File: config.mk
export PLATFORM = sky130hd
export DESIGN_NAME = me_fs_ctrl
export DESIGN_NICKNAME = d
export VERILOG_FILES = /design/src/rtl/me_fs_ctrl.sv
export SDC_FILE = /design/constraint.sdc
export NUM_CORES = 1
export LEC_CHECK = 0
export BUFFER_PORTS_ARGS = -buffer_cell sky130_fd_sc_hd__buf_2
export CAP_MARGIN = 20
export CORE_UTILIZATION = 62
export CTS_BUF_LIST = sky130_fd_sc_hd__clkbuf_16
export CTS_CLUSTER_DIAMETER = 40
export CTS_CLUSTER_SIZE = 8
export DETAILED_ROUTE_END_ITERATION = 8
export GPL_TIMING_DRIVEN = 0
export HOLD_SLACK_MARGIN = 0.1
export PLACE_DENSITY = 0.85
export SLEW_MARGIN = 20
export SYNTH_ARGS = -nofsm -noshare
export SYNTH_HDL_FRONTEND = slang
export SYNTH_SLANG_ARGS = --single-unit
export TNS_END_PERCENT = 30
File: constraint.sdc
create_clock -name clk -period 4.95 [get_ports clk]
set_input_delay 0.99 -clock clk [delete_from_list [all_inputs] [get_ports clk]]
set_output_delay 0.99 -clock clk [all_outputs]
set_load 0.1 [all_outputs]
File: src/rtl/me_fs_ctrl.sv
// Full-search motion estimation sequencer: loads the template block, then the
// search window, then steps the address generator through every candidate.
module me_fs_ctrl #(
  parameter int TB_LEN   = 256,
  parameter int SW_LEN   = 4096,
  parameter int N_CAND   = 289,
  parameter int CAND_W   = 9,
  parameter int CNT_W    = 12,
  parameter int PIPE_LAT = 4
) (
  input  logic              clk,
  input  logic              rst_n,
  input  logic              start,
  input  logic              abort,
  input  logic              in_valid,
  output logic              clr,
  output logic              en_sw,
  output logic              en_tb,
  output logic              load_tb,
  output logic              load_sw,
  output logic              calc,
  output logic [CAND_W-1:0] cand_idx,
  output logic              cand_last,
  output logic              busy,
  output logic              done
);

  localparam int DRN_W = (PIPE_LAT > 1) ? $clog2(PIPE_LAT) : 1;

  typedef enum logic [2:0] {
    S_IDLE, S_LOAD_TB, S_LOAD_SW, S_CALC, S_DRAIN, S_DONE
  } state_t;

  state_t             r_state;
  logic [CNT_W-1:0]   r_cnt;
  logic [CAND_W-1:0]  r_cand;
  logic [DRN_W-1:0]   r_drain;

  logic w_busy, w_abort, w_tb_last, w_sw_last, w_cand_end, w_drain_end;

  assign w_busy      = (r_state != S_IDLE);
  assign w_abort     = abort && w_busy;
  assign w_tb_last   = (r_cnt == CNT_W'(TB_LEN - 1));
  assign w_sw_last   = (r_cnt == CNT_W'(SW_LEN - 1));
  assign w_cand_end  = (r_cand == CAND_W'(N_CAND - 1));
  assign w_drain_end = (r_drain == DRN_W'(PIPE_LAT - 1));

  // Outputs are decoded combinationally so the address generator acts on them
  // in the same cycle the sequencer decides.
  always_comb begin
    clr       = 1'b0;
    en_sw     = 1'b0;
    en_tb     = 1'b0;
    load_tb   = 1'b0;
    load_sw   = 1'b0;
    calc      = 1'b0;
    cand_last = 1'b0;
    done      = 1'b0;
    unique case (r_state)
      S_IDLE:    clr = start;
      S_LOAD_TB: begin
        load_tb = 1'b1;
        en_tb   = in_valid;
        clr     = in_valid && w_tb_last;
      end
      S_LOAD_SW: begin
        load_sw = 1'b1;
        en_sw   = in_valid;
        clr     = in_valid && w_sw_last;
      end
      S_CALC: begin
        calc      = 1'b1;
        en_tb     = 1'b1;
        en_sw     = 1'b1;
        cand_last = w_tb_last;
      end
      S_DONE:    done = 1'b1;
      default:   ;
    endcase
    if (w_abort) begin
      clr       = 1'b1;
      en_sw     = 1'b0;
      en_tb     = 1'b0;
      load_tb   = 1'b0;
      load_sw   = 1'b0;
      calc      = 1'b0;
      cand_last = 1'b0;
      done      = 1'b0;
    end
  end

  assign busy     = w_busy;
  assign cand_idx = r_cand;

  always_ff @(posedge clk or negedge rst_n) begin
    if (!rst_n) begin
      r_state <= S_IDLE;
      r_cnt   <= '0;
      r_cand  <= '0;
      r_drain <= '0;
    end else if (w_abort) begin
      r_state <= S_IDLE;
      r_cnt   <= '0;
      r_cand  <= '0;
      r_drain <= '0;
    end else begin
      unique case (r_state)
        S_IDLE: if (start) begin
          r_state <= S_LOAD_TB;
          r_cnt   <= '0;
        end
        S_LOAD_TB: if (in_valid) begin
          if (w_tb_last) begin
            r_state <= S_LOAD_SW;
            r_cnt   <= '0;
          end else begin
            r_cnt <= r_cnt + 1'b1;
          end
        end
        S_LOAD_SW: if (in_valid) begin
          if (w_sw_last) begin
            r_state <= S_CALC;
            r_cnt   <= '0;
            r_cand  <= '0;
          end else begin
            r_cnt <= r_cnt + 1'b1;
          end
        end
        // TB address wraps on its own at the candidate boundary; no clr needed.
        S_CALC: begin
          if (w_tb_last) begin
            r_cnt <= '0;
            if (w_cand_end) begin
              r_state <= S_DRAIN;
              r_drain <= '0;
            end else begin
              r_cand <= r_cand + 1'b1;
            end
          end else begin
            r_cnt <= r_cnt + 1'b1;
          end
        end
        S_DRAIN: begin
          if (w_drain_end) r_state <= S_DONE;
          else             r_drain <= r_drain + 1'b1;
        end
        S_DONE:  r_state <= S_IDLE;
        default: r_state <= S_IDLE;
      endcase
    end
  end

endmodule

==> results.ini <==
[synthesis]
ys_warn_count = 0
yosysTopAreaCell = dfrtp_1
synth_common_cells = dfrtp_1 (26), o21ai_0 (23), nand2_1 (22)
synthArstFlopShare_pct = 100
ys_seq_elements = 26
synthesis.instances = 205
netlist_area_um2 = 1760
synth_edf_count = 0
synth_nets = 214
yosys-top-cells-area = dfrtp_1 (37%), o21ai_0 (6.5%), nand2_1 (4.7%)
avgSynthCellArea_um2 = 8.60
yosys_most_used_dff = dfrtp_1
synth_cell_types = 41
synth.most_common_cell = dfrtp_1
synth.top_cell.area_share_pct = 36.9
ys_seq_area_share_pct = 36.9

[sta]
rsz0062_at_grt = false
fin_worst_skew_ps = 3.65
slew_violations = 0
fin_crit_sh_pct = 71.9
clock.fmax_ghz = 0.281
setup_viol = 0
period_minus_slack_ps = 3560
hold_violations = 0
worst_pin_slew_ps = 729
hold_ws_ps = 531
fin_tns_setup_ps = 0
maxSlewHeadroom_pct = 51.0

[cts]
clk_path_buf_depth = 2
htree_levels = 1
cts_tree = done
cts_buffers = 3
insertion_delay_ps = 270
post_cts_resized = 0
cts_root_buffer = clkbuf_16
cts_setup_buffers = 0
clkTransAtPathRegs_ps = 70
cts.hold.buffers_added = 0
cts.sinks = 26

[critical_path]
critPathRequiredTime_ps = 3960
path_max_fanout = 10
end_kind = primary output
cp.arrival_ps = 2570
crit_chain = buf_2 > nand2b_1 > or3_1 > clkbuf_1 > nor2_1 > buf_2
cp_common_cell = buf_2
cp_slowest_stage_delay_ps = 440
crit_slowest_cell = buf_2
path_class = in2out
worstSetupStartpointType = primary input
critPathBufInv = 3
crit_family = buffers and inverters

[drt]
vias = 1761
dr.pass1.iters = 4
drt_iter0_markers = 118
wl_per_cell_um = 16.5
postRouteAntennaNets = 0
viasPerCell = 6.75
drt-total-wl_um = 4310
drc = 0

[power_and_ir_drop]
p_leak_nw = 0.905
total_power_mw = 0.990
powerDensity_nw_per_um2 = 489
vdd_ir_drop_max_uv = 559

[final_layout]
n_antenna_cell = 0
nets = 241
syn2layout_area_growth_pct = 14.7
drive_gt1_share_pct = 17.7
fillers = 177

[floorplan]
pin_count = 23
core_area_um2 = 2590
num_rows = 18
die_h_um = 55.3
die_area_um2 = 3060
dieWidth_um = 55.3
start_util_pct = 68.1

[place]
gp_congestion = 0.887
portBuffers = 22
dp_hpwl_um = 2960

[status]
outcome = complete, no violations

[min_path]
hold_path_class = reg2reg

[grt]
grt_pass1_wl_um = 7620
track_usage_pct = 30.6
grt_max_degree = 27
gr-total-overflow = 0
grt_pass1_vias = 1636
antenna_found_initial = 0

[run]
cap_viol_max_count = 0

final timing paths:
| check | cells past startpoint | end | slack (ps) | startpoint |
|---|---|---|---|---|
| setup / recovery | 6 | cand_last | 1390 | abort |
| hold / removal | 1 | cand_idx[8] | 530 | cand_idx[8] |
| setup reg to reg | 5 | r_cnt[11] | 2490 | r_state[2] |
| hold reg to reg | 1 | cand_idx[8] | 530 | cand_idx[8] |
| max in group asynchronous | 1 | r_cnt[6] | 3830 | rst_n |
| min in group asynchronous | 1 | r_cnt[8] | 730 | rst_n |
power by group:
group          internal (mW)  switching (mW)
sequential             0.231          0.0178
clock                  0.161          0.0780
combinational          0.126           0.375
metal layers:
metal  track usage (%)  vias up  wire length [um]
met5                 0        -                 0
met4              12.1        0                68
met3              4.92        7               249
met2              49.6       73              2110
met1              41.0      859              1880
li1                  -      822                 -
metrics by stage:
| stage | util, % | setup WS [ps] | std cells | cell area [um2] |
|---|---|---|---|---|
| 6_report | 78.1 | 1390 | 261 | 2020 |
| 4_1_cts | 78.1 | 1410 | 261 | 2020 |
| 2_1_floorplan | - | 223 | 205 | 1770 |
| 3_3_place_gp | 74.0 | 1420 | 257 | 1920 |
| 3_5_place_dp | 74.0 | 1420 | 257 | 1920 |
| 5_1_grt | 78.1 | 1320 | 261 | 2020 |
layout by cell type (no fill, tap or decap), types with 2 or more instances in the layout:
cell type / synthesis / layout
clkbuf_1: 4 / 4
mux2i_1: 2 / 2
o31ai_1: 8 / 8
a31oi_1: 6 / 6
and3_1: 3 / 3
nand3_1: 12 / 12
clkbuf_16: 0 / 3
nand4_1: 8 / 8
and2_1: 3 / 3
o22ai_1: 3 / 3
inv_1: 9 / 9
nor4b_1: 4 / 3
buf_2: 2 / 24
ha_1: 4 / 4
nor4_1: 2 / 2
nor2_1: 16 / 16
nor3_1: 6 / 6
nand2_1: 22 / 22
or3_1: 4 / 4
dfrtp_1: 26 / 26
o21ai_0: 23 / 23
nand2b_1: 5 / 5
mux2_2: 3 / 3
nor2b_1: 3 / 3
a21oi_1: 9 / 9
a211oi_1: 2 / 2
registers in the layout, summed over array words and instances, names as in the netlist:
name,cells
r_drain,2
r_state,3
r_cnt,12
cand_idx,9
kinds of logic (layout without fill, tap and decap cells):
logic type,Yosys count,after routing,share of synthesized area (%)
buffers and inverters,16,42,3.97
AND/OR/NAND/NOR,94,94,28.1
AO/OA/AOI/OAI,60,60,25.1
flip-flops,26,26,36.9
multiplexers,5,5,3.05
adder cells (fa/ha/maj),4,4,2.84
worst register-to-register path, delay by kind of cell, from the launching register on:
family	cells	cell delay, ps
simple gates	3	1270
flops	1	410
buf+inv	1	380
compound gates	1	310
area by class of cell:
cell class	instances	area [um2]	share of cell area [%]
buffer	7	36.3	1.79
clock buffer	3	75.1	3.71
clock inverter	1	30.0	1.49
inverter	9	33.8	1.67
multi-input combinational	163	1050	51.9
sequential	26	651	32.2
tap	30	37.5	1.86
timing repair buffer	22	110	5.45
(Power assumes the default switching activity.)
